$ cat src/rtl/id_ex_hazard_stage.sv
// ID/EX pipeline register with load-use stall, flush bubble insertion and
// memory-stall hold; also keeps a saturating count of injected bubbles.
module id_ex_hazard_stage #(
    parameter int XLEN    = 32,
    parameter int CTRL_W  = 8,
    parameter int COUNT_W = 16
) (
    input  logic               clk,
    input  logic               reset,
    input  logic               id_valid,
    input  logic [XLEN-1:0]    id_pc,
    input  logic [4:0]         id_rs1,
    input  logic [4:0]         id_rs2,
    input  logic               id_uses_rs1,
    input  logic               id_uses_rs2,
    input  logic [4:0]         id_rd,
    input  logic [XLEN-1:0]    id_rs1_data,
    input  logic [XLEN-1:0]    id_rs2_data,
    input  logic [XLEN-1:0]    id_imm,
    input  logic [CTRL_W-1:0]  id_ctrl,
    input  logic               id_regwrite,
    input  logic               id_memread,
    input  logic               flush_ex,
    input  logic               mem_stall,
    output logic               ex_valid,
    output logic [XLEN-1:0]    ex_pc,
    output logic [4:0]         ex_rs1,
    output logic [4:0]         ex_rs2,
    output logic [4:0]         ex_rd,
    output logic [XLEN-1:0]    ex_rs1_data,
    output logic [XLEN-1:0]    ex_rs2_data,
    output logic [XLEN-1:0]    ex_imm,
    output logic [CTRL_W-1:0]  ex_ctrl,
    output logic               ex_regwrite,
    output logic               ex_memread,
    output logic               pc_write,
    output logic               if_id_write,
    output logic [1:0]         state,
    output logic [COUNT_W-1:0] bubble_count
);

    typedef enum logic [1:0] {
        RUN    = 2'd0,
        BUBBLE = 2'd1,
        HOLD   = 2'd2
    } state_t;

    state_t state_q;
    logic   hazard;
    logic   insert_bubble;

    // A load in EX whose destination is read by ID cannot be forwarded in time;
    // x0 is never a real dependency.
    always_comb begin
        hazard = id_valid & ex_valid & ex_memread & (ex_rd != 5'd0) &
                 ((id_uses_rs1 & (id_rs1 == ex_rd)) |
                  (id_uses_rs2 & (id_rs2 == ex_rd)));
        insert_bubble = flush_ex | hazard;
    end

    // A wrong-path flush lets the front end advance; a load-use stall must not.
    always_comb begin
        pc_write = 1'b1;
        if (reset)
            pc_write = 1'b1;
        else if (mem_stall)
            pc_write = 1'b0;
        else if (flush_ex)
            pc_write = 1'b1;
        else if (hazard)
            pc_write = 1'b0;
        if_id_write = pc_write;
    end

    always_ff @(posedge clk) begin
        if (reset) begin
            ex_valid     <= 1'b0;
            ex_pc        <= '0;
            ex_rs1       <= '0;
            ex_rs2       <= '0;
            ex_rd        <= '0;
            ex_rs1_data  <= '0;
            ex_rs2_data  <= '0;
            ex_imm       <= '0;
            ex_ctrl      <= '0;
            ex_regwrite  <= 1'b0;
            ex_memread   <= 1'b0;
            state_q      <= RUN;
            bubble_count <= '0;
        end else if (mem_stall) begin
            state_q <= HOLD;
        end else if (insert_bubble) begin
            ex_valid    <= 1'b0;
            ex_pc       <= '0;
            ex_rs1      <= '0;
            ex_rs2      <= '0;
            ex_rd       <= '0;
            ex_rs1_data <= '0;
            ex_rs2_data <= '0;
            ex_imm      <= '0;
            ex_ctrl     <= '0;
            ex_regwrite <= 1'b0;
            ex_memread  <= 1'b0;
            state_q     <= BUBBLE;
            if (bubble_count != {COUNT_W{1'b1}})
                bubble_count <= bubble_count + 1'b1;
        end else begin
            ex_valid    <= id_valid;
            ex_pc       <= id_pc;
            ex_rs1      <= id_rs1;
            ex_rs2      <= id_rs2;
            ex_rd       <= id_rd;
            ex_rs1_data <= id_rs1_data;
            ex_rs2_data <= id_rs2_data;
            ex_imm      <= id_imm;
            ex_ctrl     <= id_ctrl;
            ex_regwrite <= id_regwrite;
            ex_memread  <= id_memread;
            state_q     <= RUN;
        end
    end

    assign state = state_q;

endmodule

$ cat config.mk
export PLATFORM = sky130hd
export DESIGN_NAME = id_ex_hazard_stage
export DESIGN_NICKNAME = d
export VERILOG_FILES = /design/src/rtl/id_ex_hazard_stage.sv
export SDC_FILE = /design/constraint.sdc
export NUM_CORES = 1
export LEC_CHECK = 0
export CAP_MARGIN = 20
export CORE_UTILIZATION = 34
export DETAILED_ROUTE_END_ITERATION = 16
export PLACE_DENSITY = 0.78
export SLEW_MARGIN = 30
export SYNTH_ARGS = -nofsm -noshare
export SYNTH_HDL_FRONTEND = slang
export SYNTH_SLANG_ARGS = --single-unit
export TNS_END_PERCENT = 1
$ cat constraint.sdc
create_clock -name clk -period 1.95 [get_ports clk]
set_input_delay 0.2925 -clock clk [delete_from_list [all_inputs] [get_ports clk]]
set_output_delay 0.2925 -clock clk [all_outputs]
set_load 0.01 [all_outputs]
==> flow_summary.yaml <==
outcome:
  status: "complete, but fails checks"
  violations: "negative setup slack"
place:
  post_dp_cell_area_sq_mm: 0.00949
  numPortBuffers: 333
  routabilityCongestion: 0.826
  dp.cells: 1019
  hpwl_microns: 13500
sta:
  min_period_over_period_pct: 117
  max_freq_ghz: 0.440
  clock_skew_ns: 0.00957
  timing.slew.headroom_pct: 72.5
  drv_slew: 0
  postLayoutSetupSlackWorst_ns: -0.325
  period_needed_ns: 2.27
  setup_viol: 170
  rsz0062_at_grt: "yes"
  hold_viol_final: 0
  tightest_slew_ns: 0.412
yosys:
  synthArstFlopShare_pct: 0
  synth_compound_gate_area_share_pct: 27.3
  yosysTopAreaCellShare_pct: 60.4
  syn_area_per_cell_sq_um: 12.1
  synth-seq-cells: 172
  synth.most_common_cell: "dfxtp_1"
  yosysSeqAreaShare_pct: 60.4
  synthMuxAreaShare_pct: 0.593
  ys_warn_count: 0
  synthAdderAreaFrac_pct: 0.220
  synth_edf_count: 0
  syn_inst: 472
  synth_common_cells: "dfxtp_1, a22o_1, clkbuf_1"
  synth_area_leaders: "dfxtp_1, a22o_1, xnor2_1, or4_1, buf_6"
  synth_top_area_cell: "dfxtp_1"
  syn_nets: 633
  syn-cell-area_sq_mm: 0.00570
  synth_xor_area_share_pct: 1.54
  synth_top_family_by_area: "compound AO/OA/AOI/OAI gates"
  ys.flop_type: "dfxtp_1"
  synth-simple-area-share_pct: 5.40
  netlist-cell-type-count: 33
cts:
  cts_buffer_depth: 2
  cts.sinks: 172
  clock_latency_ns: 0.42
  cts-root-buf: "clkbuf_16"
  cts-buffers-inserted: 17
  cts_tree: "done"
  clkSlewWorstSetupHoldPaths_ns: 0.07
  h-tree-depth: 4
setup_path:
  crit_path_top_delay_cell: "or4_4"
  cp_slowest_stage_delay_ns: 0.53
  crit_required_ns: 1.66
  cp_top_family: "simple AND/OR/NAND/NOR gates"
  critPathCaptureType: "primary output"
  crit_type: "reg2out"
  cp.arrival_ns: 1.98
  worstPathMaxFanout: 2
  crit_buf_inv: 2
  cp-start-kind: "register"
  crit_chain: "or4_4 > o2111ai_2 > inv_1 > and2_4 > a21oi_4 > buf_2"
routing:
  initialDrtViolationCount: 233
  viasPerCell: 4.96
  wire_per_inst_microns: 17.6
  vias: 5217
  first_pass_iters: 5
  routed_wl_microns: 18500
  drc: 0
  ant_nets: 0
pwr:
  clkPwrFrac_pct: 42.7
  switching_power_w: 0.00191
  power_w: 0.00825
  leakagePower_nw: 3.86
  p_per_area_mw_per_mm2: 812
  vdd_drop_max_v: 0.000668
  internal-power_w: 0.00634
  switching_share_pct: 23.2
  seqPwrFrac_pct: 45.0
  pwr-share-comb_pct: 12.3
grt:
  grt_use_total_pct: 21.0
  grt_pass1_wl_microns: 28500
  grt-ovfl-total: 0
  grt_pass1_vias: 5105
  antenna_found_initial: 1
  grt_start_max_net_pins: 87
floorplan:
  dieArea_sq_mm: 0.0173
  io_pins: 334
  die_w_microns: 131
  die_h_microns: 131
  core_area_sq_mm: 0.0161
  placementRows: 46
  initial_core_util_pct: 35.4
final_layout:
  post-route-cell-area_sq_mm: 0.0102
  utilization_pct: 63.0
  nets: 984
  area_growth_pct: 78.2
  n_antenna_cell: 0
  drive_gt1_share_pct: 11.0
  layoutNonFillerInstCount: 1051
worst_hold_path:
  hold_class: "in2reg"
flow_run:
  maxCapViolCount: 0
==> final timing paths <==
check | start | to | slack [ns] | cells after the start
worst min-delay path | id_rs1_data[21] | ex_rs1_data[21] | 0.46 | 2
worst min register to register | ex_rs1_data[3] | ex_rs1_data[3] | 0.48 | 1
worst max-delay path | ex_rd[0] | if_id_write | -0.32 | 6
worst max register to register | ex_rd[0] | ex_pc[6] | -0.13 | 8
==> metal layers <==
metal / GRT usage (%) / share of wire [%] / vias to the layer above
li1: - / - / 2514
met1: 25.3 / 42 / 2504
met2: 36.1 / 51 / 183
met3: 6.13 / 6.4 / 16
met5: 0 / 0 / -
met4: 5.81 / 1.3 / 0
==> flip-flops by register name, indices dropped and copies added (netlist names) <==
name / count
ex_pc: 32
ex_ctrl: 8
ex_rd: 5
ex_rs2: 5
ex_valid: 1
ex_rs1: 5
state: 2
ex_regwrite: 1
ex_imm: 32
bubble_count: 16
ex_rs1_data: 32
ex_rs2_data: 32
ex_memread: 1
==> metrics by stage <==
stage	setup WS, ns	hold slack (ns)	TNS [ns]
3_5_place_dp	-0.756	0.463	-111.09
4_1_cts	-0.358	0.448	-33.41
3_3_place_gp	-0.743	0.460	-106.26
5_1_grt	-0.427	0.445	-32.53
6_report	-0.325	0.460	-13.59
2_1_floorplan	-0.0456	0.418	-2.75
==> power by group through the flow <==
stage	combinational, W	sequential, W	clock [W]
2_1_floorplan	0.000240	0.00385	0
3_3_place_gp	0.000991	0.00379	0
3_5_place_dp	0.00100	0.00379	0
4_1_cts	0.00102	0.00371	0.00360
5_1_grt	0.00107	0.00372	0.00376
6_report	0.00101	0.00371	0.00353
==> worst reg2reg max path, stage by stage, from the launching register on <==
cell       delay (ns)
dfxtp_1          0.31
or4_4            0.53
o2111ai_2        0.18
inv_1            0.08
and2_4           0.18
nor4_4           0.19
buf_12           0.19
buf_12           0.19
a22o_1           0.18
==> final cells by class <==
cell class                 count  area [sq um]
sequential                   172          3450
multi-input combinational    252          2060
fill                        1307          5960
inverter                       5          18.8
clock buffer                  17           425
tap                          216           270
timing repair buffer         375          3750
clock inverter                14           188
==> logic make-up (layout without fill, tap and decap cells) <==
family / Yosys count / in the layout
mux: 3 / 3
compound gates: 186 / 186
buf+inv: 48 / 411
fa+ha+maj: 1 / 1
flops: 172 / 172
xor+xnor: 10 / 10
simple gates: 52 / 52
==> layout by cell type, fill, tap and decap left out, types with 2 or more instances in the layout <==
cell type	count
buf_12	8
a21oi_4	2
nor3_1	2
clkinvlp_4	4
dfxtp_1	170
nand3_1	5
inv_6	3
nand4_1	6
xnor2_1	10
a21oi_1	13
buf_2	2
clkbuf_16	17
dfxtp_2	2
nand2_1	8
nor4_1	2
or4_1	10
nor2_1	7
o21ai_0	2
inv_1	5
bufinv_16	3
o31ai_1	10
buf_4	32
nor2b_1	3
mux2_2	3
clkdlybuf4s50_1	331
buf_6	2
a22o_1	154
==> what timing repair did <==
action                     in CTS  in global routing
hold buffers                    0                  0
setup buffers                   1                  0
gates resized for setup        16                  1
pin swaps                      14                 22
setup endpoints to repair     173                173
No activity file was read; power rests on OpenSTA's default activity.
